**src/rtl/logic_gate_array.sv**
```systemverilog
// logic_gate_array
//   Two-stage valid/ready pipeline that reduces NUM_IN operands of WIDTH bits
//   with a selectable bitwise operation and counts completed handoffs.
//
//   Op[1:0] : 00 AND, 01 OR, 10 XOR (per-bit parity), 11 PASS operand 0
//   Op[2]   : invert result, only when LOGIC_GATE_ARRAY_INVERT_EN is defined;
//             otherwise ignored and not stored.
//
// Ports
//   Clk       in   clock, all state on rising edge
//   Rst_n     in   asynchronous active-low reset
//   In        in   packed operands, operand k = In[k*WIDTH +: WIDTH]
//   Op        in   operation select, sampled with In
//   InValid   in   upstream offers In/Op
//   InReady   out  block accepts In/Op this cycle
//   F         out  registered result
//   OutValid  out  F holds a valid result
//   OutReady  in   downstream accepts F this cycle
//   Count     out  number of results handed off, wraps
//
// Configuration macro: LOGIC_GATE_ARRAY_INVERT_EN

module logic_gate_array #(
  parameter int WIDTH  = 8,
  parameter int NUM_IN = 2,
  parameter int CNT_W  = 16
) (
  input  logic                    Clk,
  input  logic                    Rst_n,
  input  logic [NUM_IN*WIDTH-1:0] In,
  input  logic [2:0]              Op,
  input  logic                    InValid,
  output logic                    InReady,
  output logic [WIDTH-1:0]        F,
  output logic                    OutValid,
  input  logic                    OutReady,
  output logic [CNT_W-1:0]        Count
);

`ifdef LOGIC_GATE_ARRAY_INVERT_EN
  localparam int OP_W = 3;
`else
  localparam int OP_W = 2;
  // Op[2] has no function in this build.
  logic op2_unused;
  assign op2_unused = Op[2];
`endif

  logic [NUM_IN*WIDTH-1:0] s1_in;
  logic [OP_W-1:0]         s1_op;
  logic                    s1_valid;
  logic                    s2_valid;
  logic                    s2_load;
  logic                    accept;
  logic                    handoff;
  logic [WIDTH-1:0]        result;

  // S2 can take a new result when empty or when its current one leaves now.
  assign s2_load  = s1_valid && (!s2_valid || OutReady);
  // Ready looks through to OutReady so a full pipeline still streams.
  assign InReady  = !s1_valid || s2_load;
  assign accept   = InValid && InReady;
  assign handoff  = s2_valid && OutReady;
  assign OutValid = s2_valid;

  always_ff @(posedge Clk or negedge Rst_n) begin
    if (!Rst_n) begin
      s1_in    <= '0;
      s1_op    <= '0;
      s1_valid <= 1'b0;
    end else begin
      if (accept) begin
        s1_in <= In;
        s1_op <= Op[OP_W-1:0];
      end
      if (accept)
        s1_valid <= 1'b1;
      else if (s2_load)
        s1_valid <= 1'b0;
    end
  end

  always_comb begin
    logic [WIDTH-1:0] red_and;
    logic [WIDTH-1:0] red_or;
    logic [WIDTH-1:0] red_xor;
    red_and = '1;
    red_or  = '0;
    red_xor = '0;
    result  = '0;
    for (int k = 0; k < NUM_IN; k++) begin
      red_and = red_and & s1_in[k*WIDTH +: WIDTH];
      red_or  = red_or  | s1_in[k*WIDTH +: WIDTH];
      red_xor = red_xor ^ s1_in[k*WIDTH +: WIDTH];
    end
    case (s1_op[1:0])
      2'b00:   result = red_and;
      2'b01:   result = red_or;
      2'b10:   result = red_xor;
      default: result = s1_in[WIDTH-1:0];
    endcase
`ifdef LOGIC_GATE_ARRAY_INVERT_EN
    if (s1_op[2])
      result = ~result;
`endif
  end

  always_ff @(posedge Clk or negedge Rst_n) begin
    if (!Rst_n) begin
      F        <= '0;
      s2_valid <= 1'b0;
    end else begin
      if (s2_load)
        F <= result;
      if (s2_load)
        s2_valid <= 1'b1;
      else if (handoff)
        s2_valid <= 1'b0;
    end
  end

  always_ff @(posedge Clk or negedge Rst_n) begin
    if (!Rst_n)
      Count <= '0;
    else if (handoff)
      Count <= Count + 1'b1;
  end

endmodule
```
**config.mk**
```make
export PLATFORM = sky130hd
export DESIGN_NAME = logic_gate_array
export DESIGN_NICKNAME = d
export VERILOG_FILES = /design/src/rtl/logic_gate_array.sv
export SDC_FILE = /design/constraint.sdc
export NUM_CORES = 1
export LEC_CHECK = 0
export BUFFER_PORTS_ARGS = -buffer_cell sky130_fd_sc_hd__buf_2
export CAP_MARGIN = 10
export CORE_ASPECT_RATIO = 0.6
export CORE_UTILIZATION = 30
export CTS_CLUSTER_DIAMETER = 150
export DETAILED_ROUTE_END_ITERATION = 7
export GPL_ROUTABILITY_DRIVEN = 0
export GPL_TIMING_DRIVEN = 0
export PLACE_DENSITY = 0.47
export SYNTH_ARGS = -nofsm -noshare
export SYNTH_HDL_FRONTEND = slang
export SYNTH_SLANG_ARGS = --single-unit
```
**constraint.sdc**
```tcl
create_clock -name Clk -period 1.7 [get_ports Clk]
set_clock_uncertainty 0.05 [all_clocks]
set_input_delay 0.34 -clock Clk [delete_from_list [all_inputs] [get_ports Clk]]
set_output_delay 0.34 -clock Clk [all_outputs]
set_load 0.05 [all_outputs]
```
==> results by group <==
Worst hold path
  • HP Class: in2async

Yosys
  • Avg Inst Size Synth: 11.8 um^2
  • Main flop type after synthesis: dfrtp_1
  • Syn Nets: 229
  • Yosys Warn Count: 0
  • Sequential fraction of the synthesis area: 49.4%
  • Synthesized flop and latch total: 44
  • Post-Syn Area: 0.00223 mm^2
  • Post-synth EDFFs: 0
  • Syn Inst Count: 189
  • FFs w/ async S/R, synth: 100%
  • Distinct cells, synth: 28

GRT
  • First-pass GRT wire length: 7.53 mm
  • Vias in the first global route: 1456
  • Largest net degree at the start of global routing: 45
  • Initial antenna violation count: 0
  • Total GRT Usage: 13.2%
  • Congestion Overflow GR: 0

Clock network
  • H-tree depth: 2
  • CTS Root Cell: clkbuf_16
  • TritonCTS clock tree: done
  • Number of buffers created by CTS: 5
  • Hold_buf cts: 0
  • Clock Path Buffers: 2
  • Worst-Skew Late Latency: 280 ps
  • Resized Gates After CTS: 0
  • Sink Count: 44
  • Reg clk slew, reported paths: 60 ps
  • Post-CTS Setup Repair Bufs: 0

Critical path
  • Worst Setup Start Kind: register
  • Kind of cell adding the most delay to the critical path: multiplexers
  • Worst Path Required: 1810 ps
  • Worst-path cell chain: inv_1 -> ha_1 -> mux4_2 -> mux2_2
  • R2R Path Start: s1_in[4]
  • Crit Path Class: reg2reg
  • Worst Setup SP: s1_in[4]
  • Bufs and invs on worst path: 1
  • Reg2reg setup slack: 90 ps
  • FF-to-FF End: F[4]
  • CP Capture Point: F[4]
  • Crit path depth: 4
  • CP endpoint kind: register
  • Crit path max-delay cell type: mux4_2
  • Reg2Reg Depth: 4
  • Arr. time, crit path: 1720 ps
  • Crit path max fanout: 4
  • Max stage delay on crit path: 450 ps

Drt
  • Wire per inst: 13.1 um
  • Pre-antenna DRT Iters: 4
  • # DRC: 0
  • DRT iter0 DRCs: 32
  • Number of routed nets with antenna violations: 0
  • DR vias: 1435
  • Detailed Route WL: 4.52 mm
  • Routed vias/inst: 4.17

Placed design
  • Post-DP HPWL: 3.27 mm
  • IO buf count: 47
  • Placed Instances: 336

STA
  • Final Hold Fails: 0
  • Tightest Pin Transition: 1040 ps
  • Max Freq: 622 MHz
  • Tmin final: 1610 ps
  • Final setup TNS: 0 ps
  • Fin crit share: 94.6%
  • Final setup vio count: 0
  • Slew HR: 30.9%
  • Final slew viol count: 0
  • RSZ-0062 raised after global routing: no

Layout
  • Post-route insts no fill: 344
  • Ant diodes: 0
  • Nets: 283
  • Fillers: 670
  • P&R area growth vs syn: 25.2%
  • Share of cells above drive strength 1: 38.9%
  • Core Util, Final: 40.2%

Die
  • Die height: 68.8 um
  • Die area: 0.00779 mm^2
  • Row count: 23
  • Core footprint: 0.00694 mm^2
  • Die W: 113 um
  • Top-level port count: 49
  • Starting Density: 32.1%

Run
  • Max_cap viols: 0

Power
  • PwrDens: 1320 mW/mm^2
  • Worst vdd ir: 0.481 mV
  • Leak: 1.38 nW

Run status
  • Status: finished clean
final cells by class:
class / instances / area (um^2) / area share [%]
Tap cell: 100 / 125 / 4.48
Clock buffer: 8 / 146 / 5.24
Buffer: 6 / 43.8 / 1.57
Inverter: 18 / 67.6 / 2.42
Multi-Input combinational cell: 121 / 1070 / 38.3
Timing Repair Buffer: 47 / 235 / 8.43
Sequential cell: 44 / 1100 / 39.6
worst min-delay path by stage:
stage	start	end	slack [ps]	cells past startpoint
2_1_floorplan	Rst_n	Count[0]	-6	0
3_3_place_gp	Count[15]	Count[15]	410	1
3_5_place_dp	Count[15]	Count[15]	410	1
4_1_cts	In[7]	s1_in[7]	230	2
5_1_grt	In[0]	s1_in[0]	230	2
6_report	Rst_n	s1_in[15]	180	1
metal layers:
| metal | vias to the layer above | part of all wire [%] | global-route usage [%] |
|---|---|---|---|
| li1 | 750 | - | - |
| met1 | 656 | 59 | 20.6 |
| met2 | 24 | 36 | 16.9 |
| met3 | 5 | 4.4 | 4.20 |
| met4 | 0 | 0.69 | 3.45 |
| met5 | - | 0 | 0 |
cells in the mapped netlist, types with 2 or more instances:
cell type / n / area, um^2
dfrtp_1: 44 / 1100
mux2_2: 27 / 304
inv_1: 18 / 67.6
ha_1: 17 / 213
nand2_1: 12 / 45.0
xnor2_1: 12 / 105
nor2_1: 8 / 30.0
a211oi_1: 6 / 45.0
a21oi_1: 6 / 30.0
nand3_1: 6 / 30.0
o21ai_0: 6 / 30.0
nand4_1: 3 / 18.8
xor2_1: 3 / 26.3
buf_2: 2 / 10.0
buf_6: 2 / 22.5
clkbuf_1: 2 / 7.51
mux4_2: 2 / 45.0
nand2_2: 2 / 12.5
nand2b_1: 2 / 12.5
through the flow:
step	hold slack (ps)	worst slack (ps)	total power, mW	area [um^2]
after detailed placement	411	81.9	2.76	2640
after global routing	227	19.6	3.96	2790
final	176	91.3	3.69	2790
after global placement	407	81.9	2.75	2640
after CTS	226	66.8	3.76	2790
after floorplan	-5.59	-303	2.43	2280
report_power, final:
| part | internal [mW] | switching (mW) | leakage [nW] |
|---|---|---|---|
| sequential | 1.26 | 0.184 | 0.539 |
| combinational | 0.442 | 0.846 | 0.771 |
| clock | 0.586 | 0.376 | 0.0712 |
registers in the layout, summed over array words and instances, names as in the netlist:
| signal | count |
|---|---|
| Count | 16 |
| s1_in | 16 |
| F | 8 |
| s1_op | 2 |
| OutValid | 1 |
| s1_valid | 1 |
cells by family (layout without fill, tap and decap cells):
kind of cell	after synthesis	in the layout	synth area share, %
xor+xnor	15	15	5.89
fa+ha+maj	17	17	9.54
simple gates	42	42	9.99
compound gates	18	18	4.71
mux	29	29	15.7
buf+inv	24	79	4.83
flops	44	44	49.4
cells in the final DEF (no fill, tap or decap), types with 4 or more instances in the layout:
| cell type | count |
|---|---|
| buf_2 | 49 |
| dfrtp_1 | 41 |
| inv_1 | 18 |
| mux2_2 | 17 |
| ha_1 | 17 |
| nand2_1 | 12 |
| xnor2_1 | 12 |
| mux2_4 | 10 |
| nor2_1 | 8 |
| nand3_1 | 6 |
| a211oi_1 | 6 |
| a21oi_1 | 6 |
| o21ai_0 | 6 |
| clkbuf_16 | 5 |
| clkbuf_1 | 4 |
Power figures use the tool's default switching activity.
